==> src/rtl/fp_mul_issue.sv <==
// Purpose: issue/retire wrapper for the 4-stage fp_multiplier with IEEE special-case fixup and fflags.
// Latency: LATENCY+1 cycles from accepted op to out_valid when the result FIFO is empty.
// Backpressure: in_ready drops once in-flight + buffered ops reach DEPTH; out_ready stalls the FIFO head only.
//
// Ports:
//   clk, reset_n            clock, asynchronous active-low reset
//   in_valid/in_ready       op handshake from decode; in_a, in_b operands, in_rd destination tag
//   mul_a, mul_b            registered operands to the multiplier (hold when no op issues)
//   mul_result              multiplier output, valid LATENCY edges after mul_a/mul_b update
//   out_valid/out_ready     result handshake toward FP writeback; out_data, out_rd, out_fflags {NV,DZ,OF,UF,NX}
//
// Build option: FP_MUL_FIXUP_EN enables operand classification, exponent tracking and the
// special-case fixup. Without it, out_data is mul_result unmodified and out_fflags is zero.

module fp_mul_issue #(
    parameter int LATENCY = 4,
    parameter int DEPTH   = 6,
    parameter int TAG_W   = 5
) (
    input  logic             clk,
    input  logic             reset_n,
    input  logic             in_valid,
    output logic             in_ready,
    input  logic [31:0]      in_a,
    input  logic [31:0]      in_b,
    input  logic [TAG_W-1:0] in_rd,
    output logic [31:0]      mul_a,
    output logic [31:0]      mul_b,
    input  logic [31:0]      mul_result,
    output logic             out_valid,
    input  logic             out_ready,
    output logic [31:0]      out_data,
    output logic [TAG_W-1:0] out_rd,
    output logic [4:0]       out_fflags
);

    localparam int PTR_W = (DEPTH > 1) ? $clog2(DEPTH) : 1;
    localparam int CNT_W = $clog2(DEPTH + 1);

`ifdef FP_MUL_FIXUP_EN
    typedef enum logic [2:0] {
        CL_ZERO,
        CL_INF,
        CL_QNAN,
        CL_SNAN,
        CL_NORM
    } cls_t;

    typedef struct packed {
        logic             vld;
        logic [TAG_W-1:0] rd;
        cls_t             cls_a;
        cls_t             cls_b;
        logic             sign;
        logic [9:0]       esum;   // ea+eb-127, two's complement
    } slot_t;

    // Denormals have exp==0 and are flushed to zero.
    function automatic cls_t classify(input logic [31:0] x);
        cls_t c;
        if (x[30:23] == 8'h00)
            c = CL_ZERO;
        else if (x[30:23] == 8'hFF) begin
            if (x[22:0] == 23'd0)
                c = CL_INF;
            else if (x[22])
                c = CL_QNAN;
            else
                c = CL_SNAN;
        end else
            c = CL_NORM;
        return c;
    endfunction
`else
    typedef struct packed {
        logic             vld;
        logic [TAG_W-1:0] rd;
    } slot_t;
`endif

    typedef struct packed {
        logic [31:0]      dat;
        logic [TAG_W-1:0] rd;
        logic [4:0]       fflags;
    } res_t;

    function automatic logic [PTR_W-1:0] ptr_inc(input logic [PTR_W-1:0] p);
        return (p == PTR_W'(DEPTH - 1)) ? '0 : p + 1'b1;
    endfunction

    // ------------------------------------------------------------------
    // Issue
    // ------------------------------------------------------------------
    logic [CNT_W-1:0] credit;
    logic             issue_vld;
    logic             pop_vld;
    logic             push_vld;

    assign in_ready  = reset_n && (credit < CNT_W'(DEPTH));
    assign issue_vld = in_valid && in_ready;

    slot_t slot_in;
    always_comb begin
        slot_in     = '0;
        slot_in.vld = issue_vld;
        slot_in.rd  = in_rd;
`ifdef FP_MUL_FIXUP_EN
        slot_in.cls_a = classify(in_a);
        slot_in.cls_b = classify(in_b);
        slot_in.sign  = in_a[31] ^ in_b[31];
        slot_in.esum  = {2'b00, in_a[30:23]} + {2'b00, in_b[30:23]} - 10'd127;
`endif
    end

    // Tracking pipe mirrors the multiplier depth; slot LATENCY lines up with mul_result.
    slot_t pipe [0:LATENCY];

    always_ff @(posedge clk or negedge reset_n) begin
        if (!reset_n) begin
            mul_a <= 32'd0;
            mul_b <= 32'd0;
            for (int i = 0; i <= LATENCY; i++)
                pipe[i] <= '0;
        end else begin
            if (issue_vld) begin
                mul_a <= in_a;
                mul_b <= in_b;
            end
            pipe[0] <= slot_in;
            for (int i = 1; i <= LATENCY; i++)
                pipe[i] <= pipe[i-1];
        end
    end

    // ------------------------------------------------------------------
    // Fixup of the retiring op
    // ------------------------------------------------------------------
    slot_t tail;
    res_t  push_res;
    assign tail     = pipe[LATENCY];
    assign push_vld = tail.vld;

`ifdef FP_MUL_FIXUP_EN
    logic        nan_any;
    logic        snan_any;
    logic        inf_any;
    logic        zero_any;
    logic        inf_zero;
    logic        n0;
    logic [10:0] e_fin;
`endif

    always_comb begin
        push_res.dat    = mul_result;
        push_res.rd     = tail.rd;
        push_res.fflags = 5'b00000;
`ifdef FP_MUL_FIXUP_EN
        nan_any  = (tail.cls_a == CL_QNAN) || (tail.cls_a == CL_SNAN) ||
                   (tail.cls_b == CL_QNAN) || (tail.cls_b == CL_SNAN);
        snan_any = (tail.cls_a == CL_SNAN) || (tail.cls_b == CL_SNAN);
        inf_any  = (tail.cls_a == CL_INF)  || (tail.cls_b == CL_INF);
        zero_any = (tail.cls_a == CL_ZERO) || (tail.cls_b == CL_ZERO);
        inf_zero = ((tail.cls_a == CL_INF) && (tail.cls_b == CL_ZERO)) ||
                   ((tail.cls_a == CL_ZERO) && (tail.cls_b == CL_INF));
        // The normalisation shift is 0 or 1, so only the LSB of
        // (result exponent - esum) mod 256 matters.
        n0    = mul_result[23] ^ tail.esum[0];
        e_fin = {tail.esum[9], tail.esum} + {10'd0, n0};

        if (nan_any || inf_zero) begin
            push_res.dat       = 32'h7FC00000;
            push_res.fflags[4] = snan_any || inf_zero;
        end else if (inf_any) begin
            push_res.dat = {tail.sign, 8'hFF, 23'd0};
        end else if (zero_any) begin
            push_res.dat = {tail.sign, 31'd0};
        end else if ($signed(e_fin) >= 11'sd255) begin
            push_res.dat    = {tail.sign, 8'hFF, 23'd0};
            push_res.fflags = 5'b00101;
        end else if ($signed(e_fin) <= 11'sd0) begin
            push_res.dat    = {tail.sign, 31'd0};
            push_res.fflags = 5'b00011;
        end
`endif
    end

    // ------------------------------------------------------------------
    // In-order result FIFO and credit counter
    // ------------------------------------------------------------------
    res_t             mem [DEPTH];
    logic [PTR_W-1:0] wr_ptr;
    logic [PTR_W-1:0] rd_ptr;
    logic [CNT_W-1:0] fifo_cnt;

    assign out_valid = (fifo_cnt != '0);
    assign pop_vld   = out_valid && out_ready;

    always_ff @(posedge clk) begin
        if (push_vld)
            mem[wr_ptr] <= push_res;
    end

    always_ff @(posedge clk or negedge reset_n) begin
        if (!reset_n) begin
            wr_ptr   <= '0;
            rd_ptr   <= '0;
            fifo_cnt <= '0;
            credit   <= '0;
        end else begin
            if (push_vld)
                wr_ptr <= ptr_inc(wr_ptr);
            if (pop_vld)
                rd_ptr <= ptr_inc(rd_ptr);
            fifo_cnt <= fifo_cnt + CNT_W'(push_vld) - CNT_W'(pop_vld);
            credit   <= credit + CNT_W'(issue_vld) - CNT_W'(pop_vld);
        end
    end

    res_t head;
    assign head       = mem[rd_ptr];
    assign out_data   = head.dat;
    assign out_rd     = head.rd;
    assign out_fflags = head.fflags;

endmodule
==> config.mk <==
export PLATFORM = sky130hd
export DESIGN_NAME = fp_mul_issue
export DESIGN_NICKNAME = d
export VERILOG_FILES = /design/src/rtl/fp_mul_issue.sv
export SDC_FILE = /design/constraint.sdc
export NUM_CORES = 1
export LEC_CHECK = 0
export BUFFER_PORTS_ARGS = -buffer_cell sky130_fd_sc_hd__buf_4
export CELL_PAD_IN_SITES_DETAIL_PLACEMENT = 1
export CELL_PAD_IN_SITES_GLOBAL_PLACEMENT = 1
export CORE_MARGIN = 2
export CORE_UTILIZATION = 47
export CTS_CLUSTER_SIZE = 20
export DETAILED_ROUTE_END_ITERATION = 10
export PLACE_DENSITY_LB_ADDON = 0.1
export SLEW_MARGIN = 20
export SYNTH_ARGS = -nofsm -noshare
export SYNTH_HDL_FRONTEND = slang
export SYNTH_SLANG_ARGS = --single-unit
==> constraint.sdc <==
create_clock -name clk -period 4.35 [get_ports clk]
set_clock_uncertainty 0.2 [all_clocks]
set_input_delay 0.435 -clock clk [delete_from_list [all_inputs] [get_ports clk]]
set_output_delay 0.435 -clock clk [all_outputs]
set_load 0.02 [all_outputs]
# Word level (Yosys, flattened, before mapping)
# Memories as Yosys holds them, arrays and structs flattened.
# Cells that the tools add are included.
# word_totals
regBits	106
ramBits	222
in_bits	105
output_inout_bits	108
word_cells	34
mem_count	1
# memory_table
name	words	word_bits	read_ports	rd_ports_with_merged_regs	write_ports	line_no	source
mem	6	37	1	0	1	190	res_t mem [DEPTH];
# op_classes
n_addsub	6
n_lt_le_gt_ge	1
eq_ne	2
n_mux	4
n_reduce_logical	4
# ops
op	n
adder 3 x 1 -> 3 bit	2
adder 3 x 1 -> 3 bit, second input constant	2
equality test 3 bit, second input constant	2
two-way mux 3 bit	2
subtractor 3 x 1 -> 3 bit	2
logical AND 1 bit	3
< comparator 3 bit, second input constant	1
nonzero test 3 bit	1
two-way mux 1 bit	2

# Logic depth before layout (Yosys ltp)
# depth
ltp_word	5
ltp_mapped	10
mapped_depth_nobuf	9

# Least setup slack after synthesis
# Ideal clock, no wire load.
# synth_path
path_kind	reg2reg
startpoint	reg pipe (netlist bit push_vld)
endpoint	mem mem[0][0] in the netlist's numbering (enable)
setup_ps	485
arrival_ps	3353
required_ps	3665
slack_ps	312
stages_incl_launch_ff	3
n_path_buf	0
synth_period_minus_slack_ps	4038
cell_sequence	dfrtp_1 > nor2b_1 > nor3b_1
# synth_via
elab_chain_len	2
# synth_rtl
element	line_no	source
from (decl)	116	slot_t pipe [0:LATENCY];
from (signal, indexed assignment)	131	pipe[i] <= pipe[i-1];
two-way mux 1 bit	199	if (push_vld)
two-way mux 1 bit (not written as such)	200	mem[wr_ptr] <= push_res;
to (decl)	190	
# No other way between the ends.

# Worst setup path in the final report
# layout_path
startpoint	reg rd_ptr[0]
endpoint	out out_data[12]
# layout_via
elab_chain_len	1
# layout_rtl
element	line_no	source
from (decl)	192	logic [PTR_W-1:0] rd_ptr;
from (signal assigned)	213	rd_ptr <= ptr_inc(rd_ptr);
memory read (6 x 37 bit)	n/a	
to (decl)	32	output logic [31:0] out_data,
# No other way between the ends.

==> impl_metrics.csv <==
group,metric,value,unit
placement,buffer_ports.inserted,207,
layout,final_nets,1099,
floorplan,coreArea,0.0260,sq mm
global_route,grt_start_max_net_pins,87,
layout,area_growth_syn_to_layout,33.0,%
power_and_ir_drop,power_density,666,mW/mm^2
timing,period_minus_slack,3.12,ns
job,timing.max_cap.violations,0,
synthesis,synth.yosys.seq_area_share,0.751,
timing,slew-limit-headroom,0.288,
clock_network,number_of_clock_buffers_inserted_by_tritoncts,36,
timing,max_clock_freq,320,MHz
floorplan,floorplan.die_area,0.0277,sq mm
power_and_ir_drop,power.sequential.fraction,0.383,
global_route,aggregate_global_route_resource_usage,0.213,
timing,finalSetupTns,0,ns
timing,fin_max_slew_vios,0,
floorplan,num_rows,59,
run_status,outcome,"finished clean",
power_and_ir_drop,swShare,0.327,
critical_path,critPathRequiredTime,3.71,ns
global_route,grt_remaining_overflow,0,
timing,post-route-period-util,0.718,
detailed_routing,route.detailed.wl_per_inst,21.8,um
layout,mostFrequentLayoutCell,"sky130_fd_sc_hd__edfxtp_1",
power_and_ir_drop,ir_drop,0.508,mV
detailed_routing,detailedRoute.firstPassIterationCount,4,
detailed_routing,final_antenna_net_count,0,
power_and_ir_drop,power.net_switching,3.60,mW
detailed_routing,avgViaCountPerCell,5.19,
timing,actual_slew_at_the_worst_max_slew_pin,1.07,ns
synthesis,synthCells,658,
synthesis,post_synth.cell_area_avg,18.8,sq um
clock_network,clk_root_buffer_cell,"sky130_fd_sc_hd__clkbuf_16",
synthesis,yosys.area.top_type_share,0.538,
power_and_ir_drop,power_frac_clock,0.274,
detailed_routing,drc,0,
critical_path,start_kind,"register",
power_and_ir_drop,cellLeakagePower,6.72,nW
synthesis,synth-warning-count,0,
clock_network,htreeDepth,2,
clock_network,clock_path_buffers,3,
detailed_routing,wl,29.4,mm
synthesis,synth_cell_types,28,
clock_network,clkSinkCount,328,
global_route,grt_antenna_before_repair,1,
floorplan,die_width,166,um
power_and_ir_drop,p_int,7.39,mW
synthesis,synth_area_leader_cell,"sky130_fd_sc_hd__edfxtp_1",
detailed_routing,via_count,6990,
synthesis,post_synth_design_cell_area,0.0124,sq mm
clock_network,worst_skew_pair.late_latency,0.50,ns
detailed_routing,drt_first_iter_violations,377,
timing,finalHoldViolations,0,
power_and_ir_drop,pwr-share-comb,0.343,
timing,final-setup-viol-count,0,
synthesis,synth.ff_latch_count,328,
timing,grt_setup_unrepaired,"false",
floorplan,dieHeight,166,um
clock_network,ctsResizeCount,0,
critical_path,worst-endpoint-arrival,2.49,ns
placement,place.gp.congestion,0.729,
floorplan,floorplan.initialDensity,0.477,
critical_path,critPathKind,"reg2out",
synthesis,post_synth_main_area_contributors,"sky130_fd_sc_hd__edfxtp_1 54%, sky130_fd_sc_hd__dfrtp_1 21%, sky130_fd_sc_hd__mux2i_1 6.1%",
critical_path,timing.critical_path.fanout_max,28,
placement,post-dp-hpwl,16.5,mm
global_route,grt_first_pass_wirelength,46.0,mm
placement,dp.cells,1182,
floorplan,design.portCount,213,
layout,final_cell_mix,"222 x sky130_fd_sc_hd__edfxtp_1, 220 x sky130_fd_sc_hd__buf_4, 104 x sky130_fd_sc_hd__dfrtp_1",
layout,layout-drive-gt1-share,0.383,
layout,stdcell_count,1348,
clock_network,cts_tree,"built",
global_route,number_of_global_route_vias_before_repair,8057,
critical_path,timing.critical_path.to_type,"primary output",
hold_path,hold_path_class,"reg2reg",
clock_network,clk_pin_slew_worst_paths,0.07,ns
[cell usage after synthesis (all sizes together)]
cell type / n
edfxtp: 222
dfrtp: 106
mux2: 101
mux2i: 76
nand2: 44
o221ai: 37
buf: 33
inv: 10
ha: 5
clkbuf: 4
xor2: 3
a21o: 2
fa: 2
nor2b: 2
nor3: 2
nor3b: 2
xnor2: 2
and3: 1
conb: 1
nor2: 1
o31a: 1
or3: 1
[layer usage]
layer,global-route usage,wire [um],up-vias
met2,0.366,14900,227
met3,0.0511,1620,50
met1,0.267,12100,3559
met4,0.0697,714,0
li1,-,-,3154
met5,0,0,-
[critical path, stage by stage, from the launching register on]
cell and delay [ns]:
sky130_fd_sc_hd__dfrtp_4 0.65, sky130_fd_sc_hd__buf_4 0.47, sky130_fd_sc_hd__mux2_2 0.39, sky130_fd_sc_hd__nand2_1 0.08, sky130_fd_sc_hd__o221ai_1 0.15, sky130_fd_sc_hd__buf_4 0.24
[sequential cells by signal (all words and copies together) (netlist names)]
name,cells
mem,222
mul_a,32
mul_b,32
pipe,29
credit,3
fifo_cnt,3
rd_ptr,3
wr_ptr,3
push_vld,1
[repair_timing]
action | in CTS | in global routing
buffers inserted | 0 | 0
endpoints found under the hold margin | 281 | 0
hold buffers | 102 | 0
[logic make-up (layout without fill, tap and decap cells)]
logic type,Yosys count,in the layout,synth area share
adders and majority gates,7,7,0.00827
AOI/OAI and AO/OA,40,40,0.0280
other,1,6,0.000302
muxes,177,177,0.165
xor gates and xnor gates,5,5,0.00353
DFF,328,328,0.751
and+or+nand+nor,53,53,0.0185
buffers and inverters,47,397,0.0247
[cell type report]
class                   instances  area [sq um]
flip-flops and latches        328          9320
diodes                          1          2.50
inverters                      10          37.5
well taps                     335           419
fillers                      2274          9490
clock inverters                18           171
clock buffers                  45           996
multi-input cells             287          2840
repair buffers                324          2700
[final timing paths]
check                           from  depth (start not counted)  slack, ns            to
max                        rd_ptr[0]                          5       1.23  out_data[12]
min                         pipe[27]                          0       0.14      pipe[21]
max reg2reg                 push_vld                          4       1.89    mem[4][21]
max in group asynchronous    reset_n                          3       2.72     mul_a[10]
min in group asynchronous    reset_n                          2       0.16       pipe[4]
min reg2reg                 pipe[27]                          0       0.14      pipe[21]
[metrics by stage]
stage	util	hold slack (ns)	instance area [sq um]	power (mW)	setup WS, ns
after floorplan	-	-0.0606	12400	6.50	0.312
after global placement	0.550	0.132	14300	7.81	1.83
after detailed placement	0.550	0.136	14300	7.94	1.74
after CTS	0.634	0.149	16500	11.1	1.18
after global routing	0.635	0.151	16500	11.5	1.10
final	0.635	0.144	16500	11.0	1.23
[power by group through the flow]
stage          Sequential, mW  Combinational (mW)  Clock, mW
2_1_floorplan            4.48                2.02          0
3_3_place_gp             4.20                3.61          0
6_report                 4.21                3.77       3.01
4_1_cts                  4.20                3.80       3.08
5_1_grt                  4.26                4.01       3.20
3_5_place_dp             4.24                3.71          0
(Power assumes the default switching activity.)
